$ cat config.mk
export PLATFORM = sky130hd
export DESIGN_NAME = mux_sel_sequencer_flat
export DESIGN_NICKNAME = d
export VERILOG_FILES = /design/src/rtl/mux_sel_sequencer_pkg.sv /design/src/rtl/mux_sel_sequencer_if.sv /design/src/rtl/mux_sel_sequencer.sv /design/src/flat_wrapper.sv
export SDC_FILE = /design/constraint.sdc
export NUM_CORES = 1
export LEC_CHECK = 0
export ABC_AREA = 1
export CORE_ASPECT_RATIO = 0.6
export CORE_MARGIN = 5
export CORE_UTILIZATION = 50
export CTS_BUF_LIST = sky130_fd_sc_hd__clkbuf_4 sky130_fd_sc_hd__clkbuf_8
export CTS_CLUSTER_SIZE = 24
export DETAILED_ROUTE_END_ITERATION = 7
export GPL_TIMING_DRIVEN = 0
export HOLD_SLACK_MARGIN = 0.02
export PLACE_DENSITY = 0.86
export SYNTH_ARGS = -nofsm -noshare
export SYNTH_HDL_FRONTEND = slang
export SYNTH_SLANG_ARGS = --single-unit
$ cat constraint.sdc
create_clock -name clk -period 2.2 [get_ports clk]
set_clock_uncertainty 0.2 [all_clocks]
set_input_delay 0.22 -clock clk [delete_from_list [all_inputs] [get_ports clk]]
set_output_delay 0.22 -clock clk [all_outputs]
set_load 0.03 [all_outputs]
$ cat src/rtl/mux_sel_sequencer_pkg.sv
// rtl/mux_sel_sequencer_pkg.sv - shared widths, state encoding and index helpers for the mux sequencer
package mux_pkg;

    localparam int SEL_W  = 3;
    localparam int DATA_W = 2**SEL_W;

    typedef enum logic [1:0] {
        IDLE  = 2'd0,
        SHIFT = 2'd1,
        DONE  = 2'd2
    } state_t;

    // First select index of a word: 0 when counting up, top index when counting down
    function automatic int start_idx(input int sel_w, input bit msb_first);
        return msb_first ? (2**sel_w) - 1 : 0;
    endfunction

    // Final select index of a word: the opposite end of the range from start_idx
    function automatic int end_idx(input int sel_w, input bit msb_first);
        return msb_first ? 0 : (2**sel_w) - 1;
    endfunction

endpackage

$ cat src/rtl/mux_sel_sequencer_if.sv
// rtl/mux_sel_sequencer_if.sv - source word, mux loop, serial stream and capture signals
interface mux_sel_sequencer_if #(
    parameter int SEL_W = mux_pkg::SEL_W
);

    localparam int DATA_W = 2**SEL_W;

    logic              in_valid;
    logic              in_ready;
    logic [DATA_W-1:0] in_data;
    logic [DATA_W-1:0] mux_data;
    logic [SEL_W-1:0]  mux_s;
    logic              mux_y;
    logic              ser_bit;
    logic              ser_valid;
    logic              ser_last;
    logic              ser_ready;
    logic [DATA_W-1:0] cap_word;
    logic              done;
    logic              err;

    // Sequencer side: owns the mux lines, the serial stream and the capture results
    modport master (
        input  in_valid, in_data, mux_y, ser_ready,
        output in_ready, mux_data, mux_s, ser_bit, ser_valid, ser_last, cap_word, done, err
    );

    // Environment side: supplies words, closes the mux loop and consumes the stream
    modport slave (
        output in_valid, in_data, mux_y, ser_ready,
        input  in_ready, mux_data, mux_s, ser_bit, ser_valid, ser_last, cap_word, done, err
    );

endinterface

$ cat src/rtl/mux_sel_sequencer.sv
// rtl/mux_sel_sequencer.sv - drives an 8:1 mux through every select, streams and checks its output
module mux_sel_sequencer
    import mux_pkg::*;
#(
    parameter int SEL_W     = mux_pkg::SEL_W,
    parameter int MSB_FIRST = 0
) (
    input  logic                clk,
    input  logic                rst_n,
    mux_sel_sequencer_if.master bus
);

    localparam int DATA_W = 2**SEL_W;
    localparam logic [SEL_W-1:0] START_IDX = SEL_W'(start_idx(SEL_W, MSB_FIRST != 0));
    localparam logic [SEL_W-1:0] END_IDX   = SEL_W'(end_idx(SEL_W, MSB_FIRST != 0));

    state_t            r_state;
    state_t            w_state_nxt;
    logic [DATA_W-1:0] r_mux_data;
    logic [DATA_W-1:0] r_cap_word;
    logic [SEL_W-1:0]  r_mux_s;
    logic              r_err;

    logic              w_in_ready;
    logic              w_ser_valid;
    logic              w_done;
    logic              w_in_fire;
    logic              w_ser_fire;
    logic              w_at_end;
    logic [SEL_W-1:0]  w_mux_s_step;

    assign w_at_end     = (r_mux_s == END_IDX);
    assign w_mux_s_step = (MSB_FIRST != 0) ? (r_mux_s - SEL_W'(1)) : (r_mux_s + SEL_W'(1));

    // State register; reset abandons any word in flight without a done pulse
    always_ff @(posedge clk or negedge rst_n) begin
        if (!rst_n) begin
            r_state <= IDLE;
        end else begin
            r_state <= w_state_nxt;
        end
    end

    // Next state and handshake strobes, all derived from the current state
    always_comb begin
        w_state_nxt = r_state;
        w_in_ready  = 1'b0;
        w_ser_valid = 1'b0;
        w_done      = 1'b0;
        w_in_fire   = 1'b0;
        w_ser_fire  = 1'b0;
        case (r_state)
            IDLE: begin
                w_in_ready = 1'b1;
                w_in_fire  = bus.in_valid;
                if (w_in_fire) begin
                    w_state_nxt = SHIFT;
                end
            end
            SHIFT: begin
                w_ser_valid = 1'b1;
                w_ser_fire  = bus.ser_ready;
                if (w_ser_fire && w_at_end) begin
                    w_state_nxt = DONE;
                end
            end
            DONE: begin
                w_done      = 1'b1;
                w_state_nxt = IDLE;
            end
            default: begin
                w_state_nxt = IDLE;
            end
        endcase
    end

    // Word latch, select stepping, bit capture and sticky mismatch flag
    always_ff @(posedge clk or negedge rst_n) begin
        if (!rst_n) begin
            r_mux_data <= '0;
            r_mux_s    <= START_IDX;
            r_cap_word <= '0;
            r_err      <= 1'b0;
        end else begin
            if (w_in_fire) begin
                r_mux_data <= bus.in_data;
                r_mux_s    <= START_IDX;
                r_cap_word <= '0;
            end
            if (w_ser_fire) begin
                r_cap_word[r_mux_s] <= bus.mux_y;
                if (bus.mux_y != r_mux_data[r_mux_s]) begin
                    r_err <= 1'b1;
                end
                // Stepping past the end index is suppressed so the select never wraps
                if (!w_at_end) begin
                    r_mux_s <= w_mux_s_step;
                end
            end
            if (w_done) begin
                r_mux_s <= START_IDX;
            end
        end
    end

    assign bus.in_ready  = w_in_ready;
    assign bus.mux_data  = r_mux_data;
    assign bus.mux_s     = r_mux_s;
    assign bus.ser_bit   = bus.mux_y;
    assign bus.ser_valid = w_ser_valid;
    assign bus.ser_last  = w_ser_valid & w_at_end;
    assign bus.cap_word  = r_cap_word;
    assign bus.done      = w_done;
    assign bus.err       = r_err;

endmodule

$ cat src/flat_wrapper.sv
// flat-port wrapper written by rule: the top's interface ports become plain ports
module mux_sel_sequencer_flat import mux_pkg::*;
#(
    parameter int SEL_W     = mux_pkg::SEL_W,
    parameter int MSB_FIRST = 0
)
  (clk, rst_n, bus_in_valid, bus_in_data, bus_mux_y, bus_ser_ready, bus_in_ready, bus_mux_data, bus_mux_s, bus_ser_bit, bus_ser_valid, bus_ser_last, bus_cap_word, bus_done, bus_err);
  mux_sel_sequencer_if #(.SEL_W(SEL_W)) bus_i ();
  input  logic clk;
  input  logic rst_n;
  input wire logic [$bits(bus_i.in_valid)-1:0] bus_in_valid;
  input wire logic [$bits(bus_i.in_data)-1:0] bus_in_data;
  input wire logic [$bits(bus_i.mux_y)-1:0] bus_mux_y;
  input wire logic [$bits(bus_i.ser_ready)-1:0] bus_ser_ready;
  output wire logic [$bits(bus_i.in_ready)-1:0] bus_in_ready;
  output wire logic [$bits(bus_i.mux_data)-1:0] bus_mux_data;
  output wire logic [$bits(bus_i.mux_s)-1:0] bus_mux_s;
  output wire logic [$bits(bus_i.ser_bit)-1:0] bus_ser_bit;
  output wire logic [$bits(bus_i.ser_valid)-1:0] bus_ser_valid;
  output wire logic [$bits(bus_i.ser_last)-1:0] bus_ser_last;
  output wire logic [$bits(bus_i.cap_word)-1:0] bus_cap_word;
  output wire logic [$bits(bus_i.done)-1:0] bus_done;
  output wire logic [$bits(bus_i.err)-1:0] bus_err;
  assign bus_i.in_valid = bus_in_valid;
  assign bus_i.in_data = bus_in_data;
  assign bus_i.mux_y = bus_mux_y;
  assign bus_i.ser_ready = bus_ser_ready;
  assign bus_in_ready = bus_i.in_ready;
  assign bus_mux_data = bus_i.mux_data;
  assign bus_mux_s = bus_i.mux_s;
  assign bus_ser_bit = bus_i.ser_bit;
  assign bus_ser_valid = bus_i.ser_valid;
  assign bus_ser_last = bus_i.ser_last;
  assign bus_cap_word = bus_i.cap_word;
  assign bus_done = bus_i.done;
  assign bus_err = bus_i.err;
  mux_sel_sequencer #(.SEL_W(SEL_W), .MSB_FIRST(MSB_FIRST)) u_core (.clk(clk), .rst_n(rst_n), .bus(bus_i));
endmodule
==> results.json, run 1 <==
{
  "status": "complete, no violations",
  "drtIter0Drc": 53,
  "grt.total_usage": 0.1894,
  "ys_warn_count": 0,
  "async_flop_share": 1.000,
  "ir_drop_mv": 0.9280,
  "crit_family": "flip-flops",
  "placedCellCount": 204,
  "grt_pass1_vias": 1027,
  "seq_power_share": 0.293,
  "p_sw_mw": 1.111,
  "fmax_ghz": 0.4775,
  "sw_frac_of_total": 0.4650,
  "yosysMostFrequentCell": "nand2_1",
  "viasPerCell": 5.139,
  "htreeDepth": 1,
  "required_ns": 1.78,
  "route.detailed.drc": 0,
  "pwr-share-clk": 0.124,
  "synth_edf_count": 0,
  "wl_per_cell_um": 13.46,
  "num_vias": 1069,
  "grt_overflow": 0,
  "reg2reg_to": "u_core.bus.mux_s[2]",
  "hp-class": "register to register",
  "die-area_um2": 3366,
  "routed_wl_um": 2800,
  "cts-root-buf": "clkbuf_8",
  "postSynthAreaPerCell_um2": 8.320,
  "synth_ff_type": "dfrtp_1",
  "end_kind": "output port",
  "cts_tree": "yes",
  "tightest_slew_ns": 0.9888,
  "layout_min_cycle_time_ns": 2.094,
  "dr_wl_met2_um": 1141,
  "r2r_slack_ns": 0.52,
  "rsz0062_at_grt": "false",
  "ios": 38,
  "dieHeight_um": 46.99,
  "port_buffers": 37,
  "cts_buffer_depth": 2,
  "post-cts-setup-buffer-count": 0,
  "clk_pin_slew_ns": 0.08,
  "critPathMaxFanout": 7,
  "path_cells": "ha_1, ha_1, inv_1, nor2_1, dlygate4sd2_1",
  "cts_buffers": 3,
  "n_antenna_cell": 0,
  "grt_pass1_wl_um": 4705,
  "powerDensity_nw_per_um2": 1488,
  "min_path_cells": 2,
  "gp_congestion": 0.7736,
  "num_rows": 13,
  "syn_to_final_growth_pct": 40.83,
  "setup-violations-final": 0,
  "rr_startpoint": "u_core.bus.mux_s[1]",
  "drt-pass1-iter-count": 4,
  "maxCapViolCount": 0,
  "fin_nets": 195,
  "ys_seq_area_frac": 0.4830,
  "wl_met3_um": 307,
  "clock_latency_ns": 0.27,
  "max_stage_delay_ns": 0.46,
  "coreArea_um2": 2163,
  "grt_max_degree": 23,
  "syn_nets": 153,
  "slew_viol_final": 0,
  "hp-start": "u_core.bus.err",
  "start_kind": "register",
  "synth_cells": 137,
  "fin_area_um2": 1605,
  "netlist_area_um2": 1140,
  "cts_sinks": 22,
  "slowest_stage": "dfrtp_2",
  "hold_viol": 0,
  "hold_end": "u_core.bus.err",
  "worst_path_most_repeated_cell": "ha_1",
  "ys_seq_elements": 22,
  "min_period_over_period": 0.9519,
  "drive_gt1_frac": 0.1404,
  "slew_headroom": 0.3388,
  "ys_top_cells_by_area": "dfrtp_1, nand2_1, nand3_1",
  "start_util": 0.5269,
  "drt-met1-wl_um": 1277,
  "placed_area_um2": 1548,
  "p_leak_nw": 0.7718,
  "die_x_um": 71.64,
  "cp.buffers_inverters": 2,
  "post-synth-top-area-fraction": 0.4830,
  "ff2ff_path_depth": 6,
  "comb_power_share": 0.583,
  "top_layer_used": "met4",
  "dp_hpwl_um": 2109,
  "ys_types": 22,
  "intPower_mw": 1.278,
  "final_cells": 208,
  "fin_setup_tns_ns": 0,
  "antenna_found_initial": 0,
  "cp_data_arrival_time_ns": 1.67,
  "netlist_top_cells_count": "nand2_1, dfrtp_1, inv_1, nand3_1",
  "path_class": "register to output port",
  "synth_area_leader_cell": "dfrtp_1",
  "drtAntennaViolNets": 0
}
-- worst reg2reg max path, stage by stage (launching register included) --
cell and delay [ns]:
dfrtp_2 0.47, ha_1 0.24, ha_1 0.23, nor2_2 0.19, inv_1 0.10, nand3_1 0.08
a21oi_1 0.06
-- timing repair --
| item | CTS | global route |
|---|---|---|
| hold buffers | 0 | 0 |
| gates resized for setup | 1 | 2 |
| endpoints found under the setup margin | 1 | 2 |
-- logic make-up (layout without fill, tap and decap cells) --
group,after synthesis,count (layout),synth area share
AO/OA/AOI/OAI,22,22,0.1021
flip-flops,22,22,0.4830
AND/OR/NAND/NOR,61,61,0.2623
adder cells (fa/ha/maj),3,3,0.03293
buffers and inverters,29,70,0.1196
-- metal layers --
layer | GRT usage | vias to the layer above
met5 | 0 | -
met4 | 0.09363 | 0
met3 | 0.08120 | 9
met1 | 0.2354 | 493
met2 | 0.2901 | 54
li1 | - | 513
-- cell usage in the layout, fill, tap and decap left out, types with 3 or more instances in the layout --
cell             instances
clkbuf_8                 5
clkdlybuf4s50_1         35
dfrtp_1                 21
ha_1                     3
inv_1                   19
inv_2                    5
nand2_1                 29
nand3_1                 18
nor2_1                   4
nor2_2                   3
nor2_4                   3
o21ai_0                  9
o21ai_1                  9
-- cell type report --
cell class | instances | area [um2]
plain buffers | 4 | 40.04
repair buffers | 37 | 371.6
flip-flops and latches | 22 | 551.8
multi-input cells | 86 | 452.9
fillers | 171 | 558.0
inverters | 25 | 96.34
well taps | 30 | 37.54
clock buffers | 4 | 55.05
-- flip-flops by register name, indices dropped and copies added (netlist names) --
name and cells:
u_core.bus.cap_word 8, u_core.bus.err 1, u_core.r_state 2, u_core.bus.mux_data 8, u_core.bus.mux_s 3
-- per-stage QoR --
stage	hold slack [ns]	total power [mW]	setup slack [ns]	util
6_report	0.2719	2.389	0.1058	0.7420
5_1_grt	0.2997	2.565	0.02399	0.7420
4_1_cts	0.2751	2.403	0.02349	0.7403
3_5_place_dp	0.2553	2.100	0.06616	0.7154
3_3_place_gp	0.2480	2.047	0.09732	0.7154
2_1_floorplan	-0.2756	1.573	0.3004	-
-- power groups by stage --
stage               sequential, mW  clock [mW]  combinational (mW)
finish                       0.699       0.296                1.39
global route                 0.726       0.320                1.52
CTS                          0.696       0.300                1.41
detailed placement           0.703           0                1.40
global placement             0.690           0                1.36
floorplan                    0.987           0               0.586
-- worst max-delay path by stage --
stage                             start           end  slack [ns]  cells after the start
floorplan           u_core.bus.mux_s[1]  bus_ser_last        0.30                      4
detailed placement  u_core.bus.mux_s[1]  bus_ser_last        0.07                      5
global route        u_core.bus.mux_s[0]  bus_ser_last        0.02                      5
CTS                 u_core.bus.mux_s[1]  bus_ser_last        0.02                      5
finish              u_core.bus.mux_s[1]  bus_ser_last        0.11                      5
global placement    u_core.bus.mux_s[1]  bus_ser_last         0.1                      5
Power figures use the tool's default switching activity.
==> run 2, diff against run 1 <==
--- a/config.mk
+++ b/config.mk
@@ -15,6 +15,7 @@
 export GPL_TIMING_DRIVEN = 0
 export HOLD_SLACK_MARGIN = 0.02
 export PLACE_DENSITY = 0.86
+export RECOVER_POWER = 100
 export SYNTH_ARGS = -nofsm -noshare
 export SYNTH_HDL_FRONTEND = slang
 export SYNTH_SLANG_ARGS = --single-unit
==> run 2 against run 1 <==
Compared with the run above:
- setup slack improved by 0.017 ns
- cell count did not move
- first-iteration DRC count fell by 23%
==> results.json, run 2 (synthesis gave the netlist of run 1 again) <==
{
  "setup-violations-final": 0,
  "drt-pass1-iter-count": 4,
  "cts-root-buf": "clkbuf_8",
  "dp_slack_ns": 0.06616,
  "route.detailed.drc": 0,
  "layout_min_cycle_time_ns": 2.077,
  "n_antenna_cell": 0,
  "coreArea_um2": 2163,
  "grt_max_degree": 23,
  "clock_latency_ns": 0.27,
  "fin_nets": 195,
  "cts_buffers": 3,
  "use_met1": 0.2354,
  "cts_sinks": 22,
  "grt.busiest_layer": "met2",
  "maxCapViolCount": 0,
  "start_kind": "register",
  "mostFrequentLayoutCells": "nand2_1, dlygate4sd3_1, dfrtp_1, inv_1, nand3_1",
  "status": "complete, no violations",
  "viasPerCell": 5.043,
  "p_leak_nw": 0.7681,
  "port_buffers": 37,
  "use_met2": 0.2901,
  "fin_ws_ns": 0.1229,
  "wl_per_cell_um": 13.45,
  "ios": 38,
  "start_util": 0.5269,
  "die-area_um2": 3366,
  "num_rows": 13,
  "required_ns": 1.78,
  "dp_hpwl_um": 2109,
  "rsz0062_at_grt": "false",
  "path_class": "register to output port",
  "critPathMaxFanout": 7,
  "num_vias": 1049,
  "fill_cells": 179,
  "cts_buffer_depth": 2,
  "die_x_um": 71.64,
  "grt_pass1_vias": 1027,
  "ir_drop_mv": 0.8684,
  "cts_tree": "yes",
  "clk_pin_slew_ns": 0.08,
  "grt_pass1_wl_um": 4705,
  "hp-class": "register to register",
  "antenna_found_initial": 0,
  "gp_congestion": 0.7736,
  "hold_slack_ns": 0.2658,
  "final_cells": 208,
  "drtIter0Drc": 41,
  "slew_viol_final": 0,
  "hold_viol": 0,
  "drive_gt1_frac": 0.1011,
  "powerDensity_nw_per_um2": 1447,
  "drtAntennaViolNets": 0,
  "htreeDepth": 1,
  "placedCellCount": 204,
  "min_period_over_period": 0.9442,
  "fin_setup_tns_ns": 0,
  "min_path_cells": 2,
  "slew_headroom": 0.3286,
  "cp_data_arrival_time_ns": 1.66,
  "dieHeight_um": 46.99,
  "mostFrequentLayoutCell": "nand2_1",
  "grt.total_usage": 0.1894,
  "routed_wl_um": 2797,
  "ff2ff_path_depth": 7,
  "ctsHoldBuffers": 0,
  "end_kind": "output port",
  "tightest_slew_ns": 1.004,
  "fmax_ghz": 0.4814,
  "grt_use_met3": 0.08120,
  "syn_to_final_growth_pct": 36.99,
  "grt_overflow": 0
}
## run 2: worst paths after layout
path,from,endpoint,slack (ns)
max in group asynchronous,rst_n,u_core.bus.mux_s[1],0.76
worst min register to register,u_core.bus.err,u_core.bus.err,0.27
worst min-delay path,u_core.bus.err,u_core.bus.err,0.27
worst max register to register,u_core.r_state[1],u_core.bus.cap_word[2],0.30
min in group asynchronous,rst_n,u_core.bus.mux_data[0],0.37
worst max-delay path,u_core.bus.mux_s[1],bus_ser_last,0.12
## run 2: cell type report
type | instances | area, um2 | area share
clock buffers | 4 | 55.05 | 0.03526
well taps | 30 | 37.54 | 0.02404
inverters | 25 | 96.34 | 0.06170
plain buffers | 4 | 18.77 | 0.01202
flip-flops and latches | 22 | 551.8 | 0.3534
multi-input cells | 86 | 439.2 | 0.2812
repair buffers | 37 | 362.8 | 0.2324
## run 2: per-layer routing
layer  vias to the layer above  wire (um)
met5                         -          0
met4                         0         73
met3                         9        268
met2                        40       1137
met1                       487       1317
li1                        513          -
## run 2: critical path: stages (launching register included)
cell	delay [ns]
dfrtp_2	0.45
ha_1	0.22
ha_1	0.17
inv_1	0.06
nor2_1	0.09
dlygate4sd2_1	0.40
## run 2: timing repair
action / 4_1_cts / 5_1_grt
setup endpoints to repair: 1 / 2
gates resized for setup: 1 / 2
buffers inserted: 0 / 0
pin swaps: 0 / 0
## run 2: report_power, final
part	leakage [nW]	switching (mW)	internal, mW	total, mW
Clock	0.0288	0.134	0.160	0.294
Sequential	0.275	0.119	0.569	0.689
Combinational	0.464	0.830	0.447	1.28
## run 2: metrics by stage
| step | power [mW] | instance area [um2] | util |
|---|---|---|---|
| 3_5_place_dp | 2.100 | 1548 | 0.7154 |
| 3_3_place_gp | 2.047 | 1548 | 0.7154 |
| 5_1_grt | 2.442 | 1562 | 0.7218 |
| 6_report | 2.260 | 1562 | 0.7218 |
| 4_1_cts | 2.403 | 1602 | 0.7403 |
| 2_1_floorplan | 1.573 | 1140 | - |
